<file path="src/rtl/timer_pkg.sv">
// Shared types and constants for the BCD timer/counter: FSM states,
// seven-segment decode table and small width/clamp helpers.
package timer_pkg;

    typedef enum logic [1:0] {
        ST_MANUAL    = 2'd0,
        ST_AUTO_STOP = 2'd1,
        ST_AUTO_RUN  = 2'd2,
        ST_ALARM     = 2'd3
    } state_e;

    localparam logic [3:0] BCD_MAX = 4'd9;

    // Active-high {dp,g,f,e,d,c,b,a}, dp always off
    localparam logic [7:0] SEG_TABLE [0:9] = '{
        8'h3F, 8'h06, 8'h5B, 8'h4F, 8'h66,
        8'h6D, 8'h7D, 8'h07, 8'h7F, 8'h6F
    };

    function automatic int cnt_width(input int n);
        return (n > 1) ? $clog2(n) : 1;
    endfunction

    function automatic logic [3:0] bcd_clamp(input logic [3:0] nib);
        if (nib > BCD_MAX) return BCD_MAX;
        else               return nib;
    endfunction

    function automatic logic [7:0] seg_decode(input logic [3:0] nib);
        if (nib > BCD_MAX) return 8'h00;
        else               return SEG_TABLE[nib];
    endfunction

endpackage

</file>
<file path="src/rtl/timer_counter_n_btn_debounce.sv">
// Button debouncer: level changes only after DEB_LEN identical samples,
// with a single-cycle pulse on each debounced rising edge.
module btn_debounce #(
    parameter int DEB_LEN = 8
) (
    input  logic clk,
    input  logic rst,
    input  logic btn,
    output logic level,
    output logic pulse
);

    logic [DEB_LEN-1:0] shift_r;
    logic               level_r;
    logic               pulse_r;
    logic               all_one_s;
    logic               all_zero_s;

    assign all_one_s  = &shift_r;
    assign all_zero_s = ~|shift_r;

    // Sample history, debounced level and rising-edge pulse
    always_ff @(posedge clk or negedge rst) begin
        if (!rst) begin
            shift_r <= '0;
            level_r <= 1'b0;
            pulse_r <= 1'b0;
        end else begin
            shift_r <= {shift_r[DEB_LEN-2:0], btn};
            pulse_r <= all_one_s & ~level_r;
            if (all_one_s)
                level_r <= 1'b1;
            else if (all_zero_s)
                level_r <= 1'b0;
            else
                level_r <= level_r;
        end
    end

    assign level = level_r;
    assign pulse = pulse_r;

endmodule

</file>
<file path="src/rtl/timer_counter_n.sv">
// N-digit BCD up/down timer/counter with preset load, countdown alarm and a
// multiplexed, blink-capable seven-segment display driver.
module timer_counter_n
    import timer_pkg::*;
#(
    parameter int DIGITS   = 4,
    parameter int TICK_DIV = 1000,
    parameter int DEB_LEN  = 8,
    parameter int SCAN_DIV = 1
) (
    input  logic                  clk,
    input  logic                  rst,
    input  logic                  inv,
    input  logic                  mode,
    input  logic                  start,
    input  logic                  stop,
    input  logic                  load,
    input  logic                  dir,
    input  logic [4*DIGITS-1:0]   preset,
    output logic [4*DIGITS-1:0]   count,
    output logic                  running,
    output logic                  alarm,
    output logic [7:0]            segment,
    output logic [DIGITS-1:0]     digit
);

    localparam int CW = 4 * DIGITS;
    localparam int PW = cnt_width(TICK_DIV);
    localparam int BW = cnt_width(TICK_DIV / 2);
    localparam int SW = cnt_width(DIGITS);
    localparam int DW = cnt_width(SCAN_DIV);

    state_e           state_r, state_n;
    logic [CW-1:0]    count_r, count_n;
    logic [PW-1:0]    presc_r, presc_n;
    logic [BW-1:0]    blink_cnt_r;
    logic             blink_r;
    logic [SW-1:0]    scan_r;
    logic [DW-1:0]    scan_div_r;
    logic             running_r, alarm_r;
    logic [3:0]       btn_level_s;
    logic             mode_p_s, start_p_s, stop_p_s, load_p_s;
    logic             tick_s;
    logic             blank_s;
    logic [3:0]       nib_s;
    logic [7:0]       seg_s;
    logic [DIGITS-1:0] dig_s;

    btn_debounce #(.DEB_LEN(DEB_LEN)) u_deb_mode  (.clk(clk), .rst(rst), .btn(mode),  .level(btn_level_s[0]), .pulse(mode_p_s));
    btn_debounce #(.DEB_LEN(DEB_LEN)) u_deb_start (.clk(clk), .rst(rst), .btn(start), .level(btn_level_s[1]), .pulse(start_p_s));
    btn_debounce #(.DEB_LEN(DEB_LEN)) u_deb_stop  (.clk(clk), .rst(rst), .btn(stop),  .level(btn_level_s[2]), .pulse(stop_p_s));
    btn_debounce #(.DEB_LEN(DEB_LEN)) u_deb_load  (.clk(clk), .rst(rst), .btn(load),  .level(btn_level_s[3]), .pulse(load_p_s));

    // One BCD step with a ripple carry/borrow chain; all-9s/all-0s wrap naturally
    function automatic logic [CW-1:0] bcd_step(input logic [CW-1:0] val, input logic down);
        logic [CW-1:0] res;
        logic          cy;
        logic [3:0]    nib;
        res = val;
        cy  = 1'b1;
        for (int i = 0; i < DIGITS; i++) begin
            nib = val[4*i +: 4];
            if (!cy) begin
                res[4*i +: 4] = nib;
            end else if (down) begin
                if (nib == 4'd0) begin
                    res[4*i +: 4] = BCD_MAX;
                    cy = 1'b1;
                end else begin
                    res[4*i +: 4] = nib - 4'd1;
                    cy = 1'b0;
                end
            end else begin
                if (nib >= BCD_MAX) begin
                    res[4*i +: 4] = 4'd0;
                    cy = 1'b1;
                end else begin
                    res[4*i +: 4] = nib + 4'd1;
                    cy = 1'b0;
                end
            end
        end
        return res;
    endfunction

    function automatic logic [CW-1:0] preset_clamp(input logic [CW-1:0] val);
        logic [CW-1:0] res;
        res = '0;
        for (int i = 0; i < DIGITS; i++) res[4*i +: 4] = bcd_clamp(val[4*i +: 4]);
        return res;
    endfunction

    assign tick_s = (state_r == ST_AUTO_RUN) && (presc_r == PW'(TICK_DIV - 1));

    // Next state, count and prescaler; a single highest-priority pulse wins
    always_comb begin
        state_n = state_r;
        count_n = count_r;
        if (state_r == ST_AUTO_RUN) presc_n = tick_s ? '0 : presc_r + 1'b1;
        else                        presc_n = presc_r;

        if (load_p_s) begin
            count_n = preset_clamp(preset);
            if (state_r == ST_ALARM) state_n = ST_AUTO_STOP;
            else                     state_n = state_r;
        end else if (stop_p_s) begin
            case (state_r)
                ST_AUTO_RUN, ST_ALARM: state_n = ST_AUTO_STOP;
                default:               state_n = state_r;
            endcase
        end else if (mode_p_s) begin
            case (state_r)
                ST_MANUAL: state_n = ST_AUTO_STOP;
                default:   state_n = ST_MANUAL;
            endcase
        end else if (start_p_s) begin
            case (state_r)
                ST_MANUAL:    count_n = bcd_step(count_r, dir);
                ST_AUTO_STOP: begin
                    state_n = ST_AUTO_RUN;
                    presc_n = '0;
                end
                default:      state_n = state_r;
            endcase
        end else if (tick_s) begin
            // Countdown alarms on the tick after reaching zero, holding at zero
            if (dir && (count_r == '0)) state_n = ST_ALARM;
            else                        count_n = bcd_step(count_r, dir);
        end else begin
            state_n = state_r;
        end
    end

    // Control state, count and status flags
    always_ff @(posedge clk or negedge rst) begin
        if (!rst) begin
            state_r   <= ST_MANUAL;
            count_r   <= '0;
            presc_r   <= '0;
            running_r <= 1'b0;
            alarm_r   <= 1'b0;
        end else begin
            state_r   <= state_n;
            count_r   <= count_n;
            presc_r   <= presc_n;
            running_r <= (state_n == ST_AUTO_RUN);
            alarm_r   <= (state_n == ST_ALARM);
        end
    end

    // Free-running blink phase and display scan index
    always_ff @(posedge clk or negedge rst) begin
        if (!rst) begin
            blink_cnt_r <= '0;
            blink_r     <= 1'b0;
            scan_div_r  <= '0;
            scan_r      <= '0;
        end else begin
            if (blink_cnt_r == BW'(TICK_DIV / 2 - 1)) begin
                blink_cnt_r <= '0;
                blink_r     <= ~blink_r;
            end else begin
                blink_cnt_r <= blink_cnt_r + 1'b1;
            end
            if (scan_div_r == DW'(SCAN_DIV - 1)) begin
                scan_div_r <= '0;
                scan_r     <= (scan_r == SW'(DIGITS - 1)) ? '0 : scan_r + 1'b1;
            end else begin
                scan_div_r <= scan_div_r + 1'b1;
            end
        end
    end

    // Display decode with blanking and polarity select
    always_comb begin
        nib_s   = count_r[{scan_r, 2'b00} +: 4];
        blank_s = blink_r && ((state_r == ST_AUTO_STOP) || (state_r == ST_ALARM));
        seg_s   = 8'h00;
        dig_s   = '1;
        if (!blank_s) begin
            seg_s = seg_decode(nib_s);
            dig_s = ~(DIGITS'(1) << scan_r);
        end else begin
            seg_s = 8'h00;
            dig_s = '1;
        end
        segment = inv ? ~seg_s : seg_s;
        digit   = inv ? ~dig_s : dig_s;
    end

    assign count   = count_r;
    assign running = running_r;
    assign alarm   = alarm_r;

endmodule

</file>
<file path="config.mk">
export PLATFORM = sky130hd
export DESIGN_NAME = timer_counter_n
export DESIGN_NICKNAME = d
export VERILOG_FILES = /design/src/rtl/timer_pkg.sv /design/src/rtl/timer_counter_n_btn_debounce.sv /design/src/rtl/timer_counter_n.sv
export SDC_FILE = /design/constraint.sdc
export NUM_CORES = 1
export LEC_CHECK = 0
export ABC_AREA = 1
export ABC_CLOCK_PERIOD_IN_PS = 2400
export CAP_MARGIN = 20
export CORE_ASPECT_RATIO = 0.5
export CORE_MARGIN = 4
export CORE_UTILIZATION = 51
export DETAILED_ROUTE_END_ITERATION = 16
export GPL_ROUTABILITY_DRIVEN = 0
export PLACE_DENSITY = 0.76
export SKIP_LAST_GASP = 1
export SYNTH_ARGS = -nofsm -noshare
export SYNTH_HDL_FRONTEND = slang
export SYNTH_SLANG_ARGS = --single-unit
</file>
<file path="constraint.sdc">
create_clock -name clk -period 2.4 [get_ports clk]
set_input_delay 0.36 -clock clk [delete_from_list [all_inputs] [get_ports clk]]
set_output_delay 0.36 -clock clk [all_outputs]
set_load 0.01 [all_outputs]
</file>
# After elaboration in Yosys (flattened, before gate mapping)
# Memory sizes are Yosys's and may differ from the RTL's.
# Index checks and enable logic that the tools add are counted.
totals:
  reg_bits: 83
  rom_bits: 128
  in_bits: 24
  output_inout_bits: 30
  elab_cells: 218
  n_memories: 1
memory_table:
  columns: ["memory", "words", "width", "rd", "rd_ports_with_merged_regs", "write_ports", "line_no", "source"]
  rows:
  - ["(name not given)", 16, 8, 1, 0, 0, "timer_pkg.sv:31", "else return SEG_TABLE[nib];"]
classes:
  addsub: 12
  n_lt_le_gt_ge: 10
  eq_ne: 19
  n_shift: 2
  n_mux: 110
  n_bitwise: 13
  reduce_logical: 27
op_table:
  columns: ["cell", "count"]
  rows:
  - ["$mux 16", 7]
  - ["$mux 4", 24]
  - ["$mux 10", 7]
  - ["$mux 1", 56]
  - ["$mux 8", 5]
  - ["$reduce_and 8->1", 4]
  - ["$reduce_or 8->1", 4]
  - ["$reduce_and 7->1", 3]
  - ["$gt 4x4->1 const B", 5]
  - ["$mux 2", 10]
  - ["$add 4x1->4 const B", 4]
  - ["$ge 4x4->1 const B", 4]
  - ["$logic_not 16->1", 1]
  - ["$logic_not 4->1", 4]
  - ["$shiftx 16x5->4", 1]
  - ["$sub 4x1->4 const B", 4]
  - ["$ne 2x1->1 const B", 6]
  - ["$ne 3x2->1 const B", 4]
  - ["$reduce_bool 3->1", 4]
  - ["$add 10x1->10 const B", 1]
  - ["$eq 10x10->1 const B", 1]
  - ["$eq 2x2->1 const B", 5]
  - ["$add 9x1->9 const B", 1]
  - ["$eq 9x9->1 const B", 1]
  - ["17 further kinds", 27]

# Logic depth before layout (Yosys ltp)
logic_depth:
  word_depth: 30
  depth_mapped: 13
  depth_no_buf: 13

# By module
# A second synthesis with hierarchy kept.
unflattened:
  hier_cells: 607
  area_unflattened_um2: 4770.8
by_module_without_submodules:
  columns: ["module", "n_inst", "cells_each", "area_each_um2"]
  rows:
  - ["timer_counter_n", 1, 503, 3514.6]
  - ["btn_debounce", 4, 26, 314.1]

# Worst setup path before layout
# No wires, ideal clock.
synth_path:
  path_kind: "reg2out"
  from: "register scan_r[0]"
  to: "output segment[3]"
  t_arrival_ns: 2.166
  required_time_ns: 2.040
  setup_slack_ns: -0.126
  path_stages_with_launch: 12
  path_buffers: 1
  cell_sequence: "dfrtp_1 -> buf_6 -> inv_4 -> nand2_1 -> a32oi_1 -> inv_1 -> ha_1 -> or2_2 -> a21oi_2 -> nor2_4 -> o21ai_0 -> xor2_1"
synth_via:
  elab_chain_cells: 9
  word_cells_on_any_way: 10
  cone_classes: "1 x order compare; 1 x shift; 5 x mux; 2 x bitwise; 1 x memory"
synth_lines:
  columns: ["element", "line_no", "source"]
  rows:
  - ["start: declaration", "timer_counter_n.sv:38", "logic [SW-1:0] scan_r;"]
  - ["start signal: assignment", "timer_counter_n.sv:167", "scan_r <= (scan_r == SW'(DIGITS - 1)) ? '0 : scan_r + 1'b1;"]
  - ["$shiftx 16x5->4 (*)", "timer_counter_n.sv:176", "nib_s = count_r[{scan_r, 2'b00} +: 4];"]
  - ["$not 4->5 (implied by the code)", "timer_pkg.sv:31", null]
  - ["$mem_v2 16x8", null, null]
  - ["$mux 8 (implied by the code) (2 in series)", "timer_pkg.sv:31", null]
  - ["$mux 8 (*)", "timer_pkg.sv:30", "if (nib > BCD_MAX) return 8'h00;"]
  - ["$mux 8 (*)", "timer_counter_n.sv:180", "if (!blank_s) begin"]
  - ["$not 8->8", "timer_counter_n.sv:187", "segment = inv ? ~seg_s : seg_s;"]
  - ["$mux 8 (*)", "timer_counter_n.sv:187", null]
  - ["end: declaration", "timer_counter_n.sv:23", "output logic [7:0] segment,"]
# Every way passes the cells marked *; elsewhere a longest branch is shown, timed or not. The select of a mux whose other input is x is not followed.

# Worst setup path after layout
layout_path:
  from: "register scan_r[0]"
  to: "output segment[1]"
# The elaborated chain is that of the path after synthesis.

==> results.md <==
- DRT Pass-1 Iters: 5
- Vias per inst: just over 5
- RSZ-0062 raised after global routing: true
- Util after Layout: 0.674
- Worst Tran Pin Value: 0.559 ns
- DRC viols: 0
- Sequential share of the synthesized area: 0.437
- Hold Crit Class: in -> async
- Post-synth top area share: 0.437
- FMAX: 372 MHz
- Initial antenna violation count: 0
- Avg Cell Area, Syn: around 8 µm²
- Crit Path Category: reg -> out
- Post-route minimum period: 2.69 ns
- Initial core utilization: 0.532
- Leak: approximately 0.0029 µW
- Crit-path slowest cell: dfrtp_2
- Status: finished, violations left
- Avg WL per Cell: ~13 µm
- N_diodes: 0
- Final Non-Filler Cells: between 700 and 800
- Met2 routed WL: approximately 4.8 mm
- TritonCTS clock tree: yes
- Grt ovf: 0
- Die Wd: around 140 µm
- Site Rows: 24
- Main synth FF type: dfrtp_1
- Slew HR: 0.627
- P&R area growth vs syn: 26.7%
- Most used cell, CP: inv_2
- Worst path required time: just over 2 ns
- Highest routed layer: met4
- Arrival @ worst endpoint: between 2 and 2.5 ns
- Metal-1 WL: 4.60 mm
- Die height: roughly 76 µm
- Hold Fails Final Rpt: 0
- Fin nets: 724
- CTS max path bufs: 2
- Routed Antenna Nets: 0
- Routed WL: a little over 10 mm
- Final Worst Setup Slack: -0.285 ns
- Final period util: 1.12
- Worst VDD drop: a little under 0.8 mV
- CP endpoint kind: primary output
- Max-slew violation count: 0
- Port Buf Inserts: 53
- YS warnings: 0
- Pwr/cell area: about 670 mW/mm²
- H-tree levels: 3
- Root Driver: clkbuf_16
- Placed cell count: 777
- Fill cells: ~750
- Via count: a little over 4,000
- Layout cells sized above 1: 0.157
- Cell taking the most area after synthesis: dfrtp_1
- Syn Inst Count: approximately 590
- Area of the die: between 0.01 and 0.015 mm²
- DR WL met3: 520 µm
- Final setup viols: 7
- Most frequent cells after synthesis: nand2_1 (125), dfrtp_1 (82), inv_1 (78)
- Worst clock skew: between 0.008 and 0.009 ns
- Number of synthesized register bits: slightly above 80
- Worst path top cell family by delay: buffers and inverters
- Mapped Area: approximately 0.0047 mm²
- Critical Path Max Stage Delay: approximately 0.44 ns
- I/O pins: 54
- Number of flops mapped to enable cells by yosys: 0
- CP bufs+invs: 4
- Max_cap viols: 0
- Failing checks: setup timing
- Core area: 0.00883 mm²
- Iter 0 DRT Violations: 315
- Worst skew pair latency: 0.34 ns
- Vias in the first global route: around 3,800
- Largest fanout on the critical path: 8
- Clk slew on worst S/H paths: approximately 0.070 ns
- Netlist cell types: 41
- Largest net degree at the start of global routing: 44
- HPWL after detailed placement: between 7 and 8 mm
- Largest cells by area after synthesis: dfrtp_1 (44%), nand2_1 (10%), ha_1 (6.4%)
- CTS Buf Count: 9
- Setup crit start kind: flip-flop
- Post-synth ARST share: 1.00
- Post-Synthesis Net Count: ~640
- First-pass GRT wire length: around 17 mm
- Clock net sink count: 82
- Worst path cell trace: buf_4, a21oi_2, a32oi_2, inv_2, ha_4, or2_4, a21oi_4, nor2_4, inv_2, nor2_2, xor2_1, buf_2
- Most common cell in the synthesized netlist: nand2_1
- GRT Total Usage: 0.198
-- sequential cells by signal, indices dropped and copies added, names as in the netlist, 2 cells and up --
name and flops:
blink_cnt_r 9, count 16, presc_r 10, scan_r 2, state_r 2, u_deb_load.shift_r 8
u_deb_mode.shift_r 8, u_deb_start.shift_r 8, u_deb_stop.shift_r 8
-- cell usage in the layout, fill, tap and decap left out, types with 4 or more instances in the layout --
cell type        synthesis  layout
buf_4                    1      37
clkbuf_16                0       9
nand4_1                 10      10
nor2_1                  42      41
nand2_1                125     124
nor3b_1                  4       4
a21oi_1                 25      23
ha_1                    24      22
xor2_1                  14      14
dfrtp_1                 82      81
xnor2_1                  5       5
nand3_2                  4       5
o21ai_0                 60      58
nand2_2                  6       6
nand3_1                 41      40
nor4_1                   8       8
nor3_1                   9       9
nor2_2                   5       6
inv_1                   78      75
inv_2                    4       7
buf_2                    4       7
clkdlybuf4s50_1          0      43
-- cell families (layout without fill, tap and decap cells) --
logic type                 count (synthesis)  after routing  synth area share
AOI/OAI and AO/OA                        100            100             0.116
xor gates and xnor gates                  19             19            0.0354
adders and majority gates                 24             24            0.0639
buffers and inverters                     98            191            0.0873
DFF                                       82             82             0.437
and+or+nand+nor                          265            265             0.261
-- timing repair --
item,in CTS,in global routing
hold buffers,0,0
gates resized for setup,36,12
pin swaps,6,7
setup endpoints to repair,8,9
setup buffers,3,2
-- worst reg2reg max path, cell delays in order, from the launching register on --
cell and delay (ns):
dfrtp_1 0.39, buf_4 0.16, inv_1 0.11, ha_1 0.23
inv_1 0.07, nor2_2 0.12, nand2_1 0.10, nor2_1 0.18
nand3_2 0.16, nand3_1 0.19, nand2_2 0.12, o21ai_0 0.25
-- power by group --
| part | switching (µW) | leakage, µW | internal (µW) |
|---|---|---|---|
| Combinational | 554 | 0.00170 | 452 |
| Sequential | 66.4 | 0.00102 | 1480 |
| Clock | 575 | 0.000150 | 847 |
| Total | 1200 | 0.00287 | 2780 |
-- final cells by class --
type	count	area (µm²)	area share
Multi-Input combinational cell	408	2320	0.390
Sequential cell	82	2050	0.345
Timing Repair Buffer	91	796	0.134
Inverter	84	320	0.0538
Clock buffer	10	239	0.0402
Tap cell	117	146	0.0246
Clock inverter	6	72.6	0.0122
-- routing by layer --
layer / vias up / global-route usage
li1: 2087 / -
met1: 1872 / 0.247
met2: 88 / 0.351
met3: 10 / 0.0527
met4: 0 / 0.0501
met5: - / 0
-- per-stage QoR --
stage | TNS (ns) | area [µm²] | hold WS, ns | worst slack (ns) | total power (µW)
finish | -1.68 | 5950 | 0.00573 | -0.285 | 3970
global route | -2.73 | 5950 | 0.0541 | -0.437 | 4220
CTS | -1.99 | 5880 | 0.0245 | -0.330 | 3990
detailed placement | -2.86 | 5570 | 0.361 | -0.476 | 2570
global placement | -2.18 | 5570 | 0.356 | -0.359 | 2550
floorplan | 0 | 4720 | 0.0644 | 0.0202 | 2160
-- worst paths after layout --
check	start	to	slack, ns	cells after the start
hold / removal	rst	u_deb_start.shift_r[0]$_DFF_PN0_	0.006	1
max in group asynchronous	rst	u_deb_load.shift_r[5]$_DFF_PN0_	1.80	2
hold reg to reg	u_deb_mode.shift_r[5]$_DFF_PN0_	u_deb_mode.shift_r[6]$_DFF_PN0_	0.37	0
setup / recovery	scan_r[0]$_DFF_PN0_	segment[1]	-0.29	12
setup reg to reg	count[5]$_DFFE_PN0P_	count[8]$_DFFE_PN0P_	0.24	11
min in group clk	u_deb_mode.shift_r[5]$_DFF_PN0_	u_deb_mode.shift_r[6]$_DFF_PN0_	0.37	0
Power figures use the tool's default switching activity.
